File: src/rtl/uart_tx_sched_if.sv
// rtl/uart_tx_sched_if.sv - scheduler to UART_tx serializer link
interface uart_tx_sched_if;
    logic       trmt;
    logic [7:0] tx_data;
    logic       tx_done;

    modport master (output trmt, output tx_data, input tx_done);
    modport slave  (input trmt, input tx_data, output tx_done);
endinterface

File: src/rtl/uart_tx_sched.sv
// rtl/uart_tx_sched.sv - round-robin ACK/telemetry scheduler in front of UART_tx
module uart_tx_sched #(
    parameter logic [7:0] ACK_BYTE = 8'hA5
) (
    input  logic                    clk,
    input  logic                    rst,
    input  logic                    ack_req,
    input  logic                    tlm_req,
    input  logic [15:0]             tlm_data,
    output logic                    busy,
    output logic [7:0]              tlm_ovr,
    uart_tx_sched_if.master         ser
);

    typedef enum logic [1:0] {IDLE, LOAD, WAIT} state_t;

    localparam logic G_ACK = 1'b0;
    localparam logic G_TLM = 1'b1;

    state_t      state_q, state_d;
    logic        ack_pend_q, ack_pend_d;
    logic        tlm_pend_q, tlm_pend_d;
    logic [15:0] tlm_word_q, tlm_word_d;
    logic [15:0] send_q, send_d;
    logic        lsb_left_q, lsb_left_d;
    logic        last_grant_q, last_grant_d;
    logic        trmt_q, trmt_d;
    logic [7:0]  tx_data_q, tx_data_d;
    logic        busy_q, busy_d;
    logic [7:0]  tlm_ovr_q, tlm_ovr_d;
    logic        tx_done_q;
    logic        grant_ack, grant_tlm;
    logic        done_rise;

    assign done_rise   = ser.tx_done & ~tx_done_q;
    assign ser.trmt    = trmt_q;
    assign ser.tx_data = tx_data_q;
    assign busy        = busy_q;
    assign tlm_ovr     = tlm_ovr_q;

    always_ff @(posedge clk or posedge rst) begin
        if (rst) begin
            state_q      <= IDLE;
            ack_pend_q   <= 1'b0;
            tlm_pend_q   <= 1'b0;
            tlm_word_q   <= 16'h0000;
            send_q       <= 16'h0000;
            lsb_left_q   <= 1'b0;
            last_grant_q <= G_TLM;
            trmt_q       <= 1'b0;
            tx_data_q    <= 8'h00;
            busy_q       <= 1'b0;
            tlm_ovr_q    <= 8'h00;
            tx_done_q    <= 1'b0;
        end else begin
            state_q      <= state_d;
            ack_pend_q   <= ack_pend_d;
            tlm_pend_q   <= tlm_pend_d;
            tlm_word_q   <= tlm_word_d;
            send_q       <= send_d;
            lsb_left_q   <= lsb_left_d;
            last_grant_q <= last_grant_d;
            trmt_q       <= trmt_d;
            tx_data_q    <= tx_data_d;
            busy_q       <= busy_d;
            tlm_ovr_q    <= tlm_ovr_d;
            tx_done_q    <= ser.tx_done;
        end
    end

    always_comb begin
        state_d      = state_q;
        ack_pend_d   = ack_pend_q;
        tlm_pend_d   = tlm_pend_q;
        tlm_word_d   = tlm_word_q;
        send_d       = send_q;
        lsb_left_d   = lsb_left_q;
        last_grant_d = last_grant_q;
        tx_data_d    = tx_data_q;
        tlm_ovr_d    = tlm_ovr_q;
        grant_ack    = 1'b0;
        grant_tlm    = 1'b0;

        case (state_q)
            IDLE: begin
                // last_grant only tracks contended arbitrations, so alternation is between ties
                if (ack_pend_q && tlm_pend_q) begin
                    if (last_grant_q == G_TLM) begin
                        grant_ack    = 1'b1;
                        last_grant_d = G_ACK;
                    end else begin
                        grant_tlm    = 1'b1;
                        last_grant_d = G_TLM;
                    end
                end else if (ack_pend_q) begin
                    grant_ack = 1'b1;
                end else if (tlm_pend_q) begin
                    grant_tlm = 1'b1;
                end

                if (grant_ack) begin
                    tx_data_d  = ACK_BYTE;
                    ack_pend_d = 1'b0;
                    lsb_left_d = 1'b0;
                    state_d    = LOAD;
                end else if (grant_tlm) begin
                    send_d     = tlm_word_q;
                    tx_data_d  = tlm_word_q[15:8];
                    tlm_pend_d = 1'b0;
                    lsb_left_d = 1'b1;
                    state_d    = LOAD;
                end
            end
            LOAD: state_d = WAIT;
            WAIT: begin
                if (done_rise) begin
                    if (lsb_left_q) begin
                        tx_data_d  = send_q[7:0];
                        lsb_left_d = 1'b0;
                        state_d    = LOAD;
                    end else begin
                        state_d    = IDLE;
                    end
                end
            end
            default: state_d = IDLE;
        endcase

        // Requests are applied after the grant so a same-edge set beats the clear.
        if (ack_req) begin
            ack_pend_d = 1'b1;
        end
        if (tlm_req) begin
            tlm_word_d = tlm_data;
            tlm_pend_d = 1'b1;
            if (tlm_pend_q && !grant_tlm && (tlm_ovr_q != 8'hFF)) begin
                tlm_ovr_d = tlm_ovr_q + 8'd1;
            end
        end
    end

    assign trmt_d = (state_d == LOAD);
    assign busy_d = (state_d != IDLE);

endmodule
File: src/flat_wrapper.sv
// flat-port wrapper written by rule: the top's interface ports become plain ports
module uart_tx_sched_flat 
#(
    parameter logic [7:0] ACK_BYTE = 8'hA5
)
  (clk, rst, ack_req, tlm_req, tlm_data, busy, tlm_ovr, ser_trmt, ser_tx_data, ser_tx_done);
  uart_tx_sched_if ser_i ();
  input  logic clk;
  input  logic rst;
  input  logic ack_req;
  input  logic tlm_req;
  input  logic [15:0] tlm_data;
  output logic busy;
  output logic [7:0] tlm_ovr;
  output wire logic [$bits(ser_i.trmt)-1:0] ser_trmt;
  output wire logic [$bits(ser_i.tx_data)-1:0] ser_tx_data;
  input wire logic [$bits(ser_i.tx_done)-1:0] ser_tx_done;
  assign ser_trmt = ser_i.trmt;
  assign ser_tx_data = ser_i.tx_data;
  assign ser_i.tx_done = ser_tx_done;
  uart_tx_sched #(.ACK_BYTE(ACK_BYTE)) u_core (.clk(clk), .rst(rst), .ack_req(ack_req), .tlm_req(tlm_req), .tlm_data(tlm_data), .busy(busy), .tlm_ovr(tlm_ovr), .ser(ser_i));
endmodule
File: config.mk
export PLATFORM = sky130hd
export DESIGN_NAME = uart_tx_sched_flat
export DESIGN_NICKNAME = d
export VERILOG_FILES = /design/src/rtl/uart_tx_sched_if.sv /design/src/rtl/uart_tx_sched.sv /design/src/flat_wrapper.sv
export SDC_FILE = /design/constraint.sdc
export NUM_CORES = 1
export LEC_CHECK = 0
export CAP_MARGIN = 25
export CORE_MARGIN = 2
export CORE_UTILIZATION = 45
export CTS_CLUSTER_SIZE = 30
export DETAILED_ROUTE_END_ITERATION = 10
export PLACE_DENSITY = 0.74
export SKIP_CTS_REPAIR_TIMING = 1
export SYNTH_ARGS = -nofsm -noshare
export SYNTH_HDL_FRONTEND = slang
export SYNTH_SLANG_ARGS = --single-unit
File: constraint.sdc
create_clock -name clk -period 1.7 [get_ports clk]
set_input_delay 0.34 -clock clk [delete_from_list [all_inputs] [get_ports clk]]
set_output_delay 0.34 -clock clk [all_outputs]
set_load 0.1 [all_outputs]
==> results by group, run 1 <==
Global routing
  • Global Route Usage Sum: 0.1680
  • GR Overflow Total: 0
  • Largest net degree at the start of global routing: 26
  • Global-route wire length before repair: 6624 um
  • Initial antenna violation count: 0
  • Vias in the first global route: 1436

Timing
  • Hold Vio Cnt, Final: 0
  • Hold WS: 291.3 ps
  • Final period util: 0.9606
  • # setup viols final: 0
  • Relative slew slack: 0.7837
  • Slew Limit Fails: 0
  • Fin Clk Skew: 5.434 ps
  • RSZ-0062 raised after global routing: false
  • Tmin final: 1633 ps
  • Least-Margin Pin Slew: 324.5 ps
  • Final TNS setup: 0 ps
  • Maximum clock frequency: 612.4 MHz

Setup path
  • CP startpoint kind: flop
  • Critical Path AT: 1870 ps
  • Worst Reg2Reg Path Length in Cells: 5
  • Crit path from: u_core.tlm_ovr[1]
  • CP endpoint kind: flop
  • Crit path capture: u_core.tlm_ovr[5]
  • Largest fanout on the critical path: 3
  • FF-to-FF setup slack: 70 ps
  • Worst R2R Start: u_core.tlm_ovr[1]
  • Req. time, crit path: 1930 ps
  • Crit Path Category: flop to flop
  • R2r endpoint: u_core.tlm_ovr[5]

Final layout
  • Most frequent cells in the layout: dfrtp_1 (39), mux2_2 (26), clkdlybuf4s50_1 (20)
  • N_diodes: 0
  • Ratio of cells with drive above 1 in the final layout: 0.3897
  • Post-Layout Cell Count: 265
  • Area Growth Syn to Fin: 40.55%
  • Post-layout util: 0.6598
  • Post-layout net count: 234
  • Most common cell after layout, fill and taps aside: dfrtp_1

CTS
  • CTS Buf Count: 5
  • CTS tree: done
  • Max H-tree Level: 2
  • Worst-Skew Late Latency: 310 ps
  • Clk pin slew, worst setup/hold paths: 90 ps
  • Clock sinks: 49
  • Clk buf depth: 2
  • Clock root buffer: clkbuf_8

Synth
  • Post-synth EDFFs: 0
  • Avg Inst Size Synth: 12.78 um^2
  • Syn Nets: 183
  • Seq cells post-synth: 49
  • Syn Std Cell Area: 2058 um^2
  • Synth cell types: 36
  • Sequential area share after synthesis: 0.5964
  • Asr flop ratio synth: 1.000
  • Total number of yosys warnings: 0
  • Synth Instances: 161
  • Post-synth top flop: dfrtp_1

Routing
  • DRT antenna net count: 0
  • Number of DRC markers in iteration 0: 27
  • DR vias: 1402
  • Drc violations: 0
  • Vias per cell: 5.291
  • WL final: 3927 um
  • Avg WL per Cell: 14.82 um
  • First drt pass iteration count: 4

Die
  • Top-level port count: 39
  • Rows: 24
  • Die width: 71.63 um
  • Starting Density: 0.4695
  • DIE AREA: 5131 um^2
  • Die Ht: 71.63 um
  • Core area: 4384 um^2

Outcome
  • Outcome: finished clean

Place
  • RePlAce Congestion: 0.7473
  • Final HPWL DP: 2917 um
  • Placed insts: 254
  • Port Buffer Count: 38

Flow run
  • Max cap viols: 0

Min path
  • Hold Crit Class: input port to async pin
-- layout make-up --
cell class | count | area [um^2]
clock buffer | 5 | 68.82
sequential | 49 | 1244
fill | 332 | 1491
multi-input combinational | 101 | 790.8
tap | 52 | 65.06
clock inverter | 3 | 46.29
inverter | 6 | 22.52
timing repair buffer | 49 | 655.6
-- flip-flops by register name, summed over array words and instances, names as in the netlist --
name	count
u_core.ack_pend_q	1
u_core.busy	1
u_core.last_grant_q	1
u_core.lsb_left_q	1
u_core.send_q	8
u_core.ser.trmt	1
u_core.ser.tx_data	8
u_core.state_q	2
u_core.tlm_ovr	8
u_core.tlm_pend_q	1
u_core.tlm_word_q	16
u_core.tx_done_q	1
-- per-stage QoR --
step,cell area (um^2),worst slack (ps)
after floorplan,2086,-9.769
after global placement,2744,-155.9
after detailed placement,2744,-183.7
after CTS,2859,30.93
after global routing,2893,9.232
final,2893,67.00
-- per-layer routing --
| layer | global-route usage | up-vias | wire (um) |
|---|---|---|---|
| li1 | - | 677 | - |
| met1 | 0.2004 | 688 | 1595 |
| met2 | 0.2953 | 30 | 2108 |
| met3 | 0.04360 | 7 | 162 |
| met4 | 0.05660 | 0 | 62 |
| met5 | 0 | - | 0 |
-- worst min path at each step --
stage	endpoint	slack, ps	cells past startpoint
2_1_floorplan	u_core.tx_done_q	370	0
3_3_place_gp	u_core.send_q[0]	490	1
3_5_place_dp	u_core.send_q[2]	490	1
4_1_cts	u_core.tlm_ovr[5]	290	2
5_1_grt	u_core.tlm_ovr[0]	320	2
6_report	u_core.tlm_ovr[5]	290	2
-- kinds of logic after synthesis --
| group | Yosys count | synth area share |
|---|---|---|
| fa+ha+maj | 1 | 0.006078 |
| compound gates | 30 | 0.1064 |
| mux | 26 | 0.1422 |
| simple gates | 39 | 0.09726 |
| flops | 49 | 0.5964 |
| xor+xnor | 5 | 0.02128 |
| buf+inv | 11 | 0.03040 |
-- synth_stat cells, types with 2 or more instances --
library cell / number / area share
a211oi_1: 2 / 0.0073
a211oi_2: 2 / 0.012
a21o_1: 3 / 0.011
a21oi_1: 4 / 0.0097
a221oi_1: 3 / 0.013
and3_1: 2 / 0.0061
buf_2: 2 / 0.0049
buf_6: 2 / 0.011
dfrtp_1: 48 / 0.58
inv_1: 6 / 0.011
mux2_2: 26 / 0.14
nand2_1: 12 / 0.022
nand2b_1: 2 / 0.0061
nand3_1: 3 / 0.0073
nor2_1: 11 / 0.020
nor3_1: 2 / 0.0049
o21ai_0: 6 / 0.015
o22ai_1: 4 / 0.012
xor2_1: 4 / 0.017
-- critical path: stages (launching register included) --
cell and delay (ps):
dfrtp_4 510, ha_4 180, and3_4 150, a211oi_2 310
nor3b_2 270, xor2_1 150
Power of run 1 is not shown: default switching activity piles up to over one toggle a cycle in this logic, so the estimate is an artifact.
==> inputs of run 2 (changes only) <==
- CAP_MARGIN: 25 -> 20
- MAX_ROUTING_LAYER: unset -> met4
==> run 2 against run 1 <==
Non-clock buffer count unchanged. Critical endpoint unchanged. Register-to-register slack about the same. Clock-buffer cell count unchanged. Clock skew about the same. Critical path depth unchanged. Critical path type unchanged. Sequential share of layout area unchanged. Global-route usage up 0.52 points. Flip-flop and latch count unchanged. Core utilization unchanged. Design area unchanged. Setup slack better by 2.7 ps.
==> results by group, run 2 (synthesized netlist as in run 1, its figures left out) <==
Final layout
  • Most flops, register: u_core.tlm_word_q
  • Final Cell Area: 2893 um^2
  • Most frequent cells in the layout: dfrtp_1 (39), mux2_2 (26), clkdlybuf4s50_1 (20)
  • Max reg flops: 16
  • Most common cell after layout, fill and taps aside: dfrtp_1
  • Ratio of cells with drive above 1 in the final layout: 0.3897
  • Area Growth Syn to Fin: 40.55%
  • Post-layout net count: 234
  • N_diodes: 0

Setup path
  • Req. time, crit path: 1930 ps
  • Slowest-stage cell, CP: dfrtp_4
  • CP endpoint kind: flop
  • FF-to-FF setup slack: 70 ps
  • Top delay family on crit path: flip-flops
  • Max incr delay on CP: 510 ps
  • Largest fanout on the critical path: 3
  • CP cell instances: ha_4, and3_4, a211oi_2, nor3b_2, xor2_1
  • Crit Path Category: flop to flop
  • Buffers and inverters on the worst path: 0
  • Critical Path AT: 1860 ps
  • CP startpoint kind: flop

Routing
  • WL final: 3941 um
  • Vias per cell: 5.272
  • First drt pass iteration count: 4
  • DRT antenna net count: 0
  • DR vias: 1397
  • Drc violations: 0
  • Avg WL per Cell: 14.87 um
  • Number of DRC markers in iteration 0: 26

CTS
  • Clk pin slew, worst setup/hold paths: 90 ps
  • Clk buf depth: 2
  • CTS Buf Count: 5
  • Clock sinks: 49
  • CTS tree: done
  • Clock root buffer: clkbuf_8
  • Max H-tree Level: 2
  • Worst-Skew Late Latency: 310 ps

Flow run
  • Max cap viols: 0

Global routing
  • Global-route wire length before repair: 6637 um
  • Largest net degree at the start of global routing: 26
  • Vias in the first global route: 1438
  • GR Overflow Total: 0
  • Initial antenna violation count: 0
  • Global Route Usage Sum: 0.1731

Die
  • Top-level port count: 39
  • Die Ht: 71.63 um
  • Starting Density: 0.4695
  • DIE AREA: 5131 um^2
  • Rows: 24
  • Die width: 71.63 um
  • Core area: 4384 um^2

Timing
  • RSZ-0062 raised after global routing: false
  • Tmin final: 1630 ps
  • Maximum clock frequency: 613.4 MHz
  • Least-Margin Pin Slew: 324.5 ps
  • Relative slew slack: 0.7837
  • # setup viols final: 0
  • Slew Limit Fails: 0
  • Hold Vio Cnt, Final: 0
  • Fin Clk Skew: 5.107 ps
  • Final period util: 0.9590
  • Setup ws final: 69.72 ps

Place
  • RePlAce Congestion: 0.7568
  • Port Buffer Count: 38
  • Final HPWL DP: 2917 um
  • Post-Place Setup Slack: -183.7 ps
  • DP Area: 2744 um^2

Outcome
  • Outcome: finished clean

Min path
  • Hold Crit Class: input port to async pin
## run 2: cell counts in the layout (fill, tap and decap cells not counted)
Identical to the previous run, type by type.
## run 2: path summary, 6_finish.rpt
check	startpoint	endpoint	depth (start not counted)
min in group clk	ser_tx_done	u_core.tx_done_q	1
hold / removal	rst	u_core.tlm_ovr[5]	2
max in group asynchronous	rst	u_core.ack_pend_q	3
setup reg to reg	u_core.tlm_ovr[1]	u_core.tlm_ovr[5]	5
hold reg to reg	u_core.tlm_word_q[2]	u_core.send_q[2]	1
setup / recovery	u_core.tlm_ovr[1]	u_core.tlm_ovr[5]	5
## run 2: per-stage QoR
stage	hold slack, ps	utilization	setup TNS, ps	instances
finish	291.2	0.6598	0	265
global route	317.8	0.6598	0	265
CTS	293.9	0.6521	0	262
detailed placement	494.2	0.6259	-1638	254
global placement	486.4	0.6259	-1303	254
floorplan	371.4	-	-9.769	161
## run 2: worst reg2reg max path: stages (launching register included)
cell and delay, ps:
dfrtp_4 510, ha_4 180, and3_4 150, a211oi_2 310, nor3b_2 270, xor2_1 150
## run 2: layer usage
layer | track usage | part of all wire
met3 | 0.04360 | 0.043
met5 | - | 0
met2 | 0.2973 | 0.53
met4 | 0.05660 | 0.015
met1 | 0.1985 | 0.41
## run 2: cell type report
cell class,count,area (um^2)
Clock buffer,5,68.82
Clock inverter,3,46.29
Fill cell,332,1491
Inverter,6,22.52
Multi-Input combinational cell,101,790.8
Sequential cell,49,1244
Tap cell,52,65.06
Timing Repair Buffer,49,655.6
Power of run 2 is left out for the same reason.
==> inputs of run 3 (changes only) <==
- CTS_BUF_LIST: unset -> sky130_fd_sc_hd__clkbuf_4
==> run 3 against run 2 <==
Design area is 0.82% lower. Register-to-register slack better by 20 ps. Clock-buffer cell count stayed put. Critical path depth stayed put. Fmax is 1.2% higher. First-iteration DRC count is 69% higher. Setup slack better by 20 ps.
==> results by group, run 3 (synthesized netlist as in run 1, its figures left out) <==
Routing
  • Number of DRC markers in iteration 0: 44
  • First drt pass iteration count: 4
  • Vias per cell: 5.347
  • Drc violations: 0
  • DR vias: 1417
  • Avg WL per Cell: 14.83 um
  • DRT antenna net count: 0
  • WL final: 3931 um

Setup path
  • CP startpoint kind: flop
  • Largest fanout on the critical path: 3
  • Crit Path Category: flop to flop
  • R2r endpoint: u_core.tlm_ovr[5]
  • Critical Path AT: 1920 ps
  • FF-to-FF setup slack: 90 ps
  • Req. time, crit path: 2010 ps
  • Worst R2R Start: u_core.tlm_ovr[1]
  • CP endpoint kind: flop
  • Worst Reg2Reg Path Length in Cells: 5

Timing
  • Relative slew slack: 0.7563
  • Fin Clk Skew: 10.79 ps
  • # setup viols final: 0
  • RSZ-0062 raised after global routing: false
  • Tmin final: 1610 ps
  • Slew Limit Fails: 0
  • Final period util: 0.9473
  • Maximum clock frequency: 620.9 MHz
  • Least-Margin Pin Slew: 364.9 ps
  • Final TNS setup: 0 ps
  • Hold Vio Cnt, Final: 0

Final layout
  • Post-Layout Cell Count: 265
  • Most frequent cells in the layout: dfrtp_1 (39), mux2_2 (26), clkdlybuf4s50_1 (20)
  • Ratio of cells with drive above 1 in the final layout: 0.3897
  • Filler instances: 339
  • Most common cell after layout, fill and taps aside: dfrtp_1
  • Most flops, register: u_core.tlm_word_q
  • Post-layout net count: 234
  • Max reg flops: 16
  • N_diodes: 0
  • Area Growth Syn to Fin: 39.39%

Die
  • Die Ht: 71.63 um
  • Core area: 4384 um^2
  • Rows: 24
  • Die width: 71.63 um
  • Top-level port count: 39
  • Starting Density: 0.4695
  • DIE AREA: 5131 um^2

Global routing
  • Largest net degree at the start of global routing: 26
  • GR Overflow Total: 0
  • Vias in the first global route: 1451
  • Global Route Usage Sum: 0.1728
  • Global-route wire length before repair: 6603 um
  • Initial antenna violation count: 0

Flow run
  • Max cap viols: 0

Place
  • Placed insts: 254
  • Final HPWL DP: 2917 um
  • RePlAce Congestion: 0.7568
  • Port Buffer Count: 38

CTS
  • Clock sinks: 49
  • Clk buf depth: 2
  • Max H-tree Level: 2
  • CTS tree: done
  • Clk pin slew, worst setup/hold paths: 140 ps
  • CTS Buf Count: 5
  • Worst-Skew Late Latency: 370 ps
  • Clock root buffer: clkbuf_4

Min path
  • Hold Crit Class: input port to async pin

Outcome
  • Outcome: finished clean
-- run 3: worst max path at each step --
stage                              from                end  slack, ps  cells after the start
floorplan             u_core.tlm_ovr[6]  u_core.tlm_ovr[1]        -10                      3
global placement                tlm_req  u_core.tlm_ovr[7]       -160                      5
detailed placement              tlm_req  u_core.tlm_ovr[7]       -180                      5
CTS                   u_core.tlm_ovr[0]  u_core.tlm_ovr[5]         20                      5
global route        u_core.last_grant_q  u_core.tlm_ovr[7]         20                      4
finish                u_core.tlm_ovr[1]  u_core.tlm_ovr[5]         90                      5
-- run 3: cell type report --
cell class / instances / area [um^2] / share of cell area
flip-flops and latches: 49 / 1244 / 0.4335
multi-input cells: 101 / 798.3 / 0.2782
repair buffers: 49 / 655.6 / 0.2285
well taps: 52 / 65.06 / 0.02268
clock inverters: 3 / 46.29 / 0.01614
clock buffers: 5 / 37.54 / 0.01308
inverters: 6 / 22.52 / 0.007850
-- run 3: metal layers --
| metal | GRT usage | share of wire | vias up |
|---|---|---|---|
| li1 | - | - | 679 |
| met1 | 0.1957 | 0.40 | 691 |
| met2 | 0.2963 | 0.54 | 42 |
| met3 | 0.04923 | 0.048 | 5 |
| met4 | 0.05451 | 0.013 | 0 |
| met5 | - | 0 | - |
-- run 3: per-stage QoR --
stage               utilization  setup WS [ps]  area [um^2]  hold slack, ps
floorplan                     -         -9.769         2086           371.4
global placement         0.6259         -155.9         2744           486.4
detailed placement       0.6259         -183.7         2744           494.2
CTS                      0.6450          20.67         2828           206.7
global route             0.6544          19.33         2869           224.1
finish                   0.6544          89.51         2869           212.4
-- run 3: worst max-delay path: stages (launching register included) --
cell and delay, ps:
dfrtp_4 530, ha_4 180, and3_4 160, a211oi_4 280, nor3b_2 260, xor2_1 150
Power of run 3 is left out for the same reason.
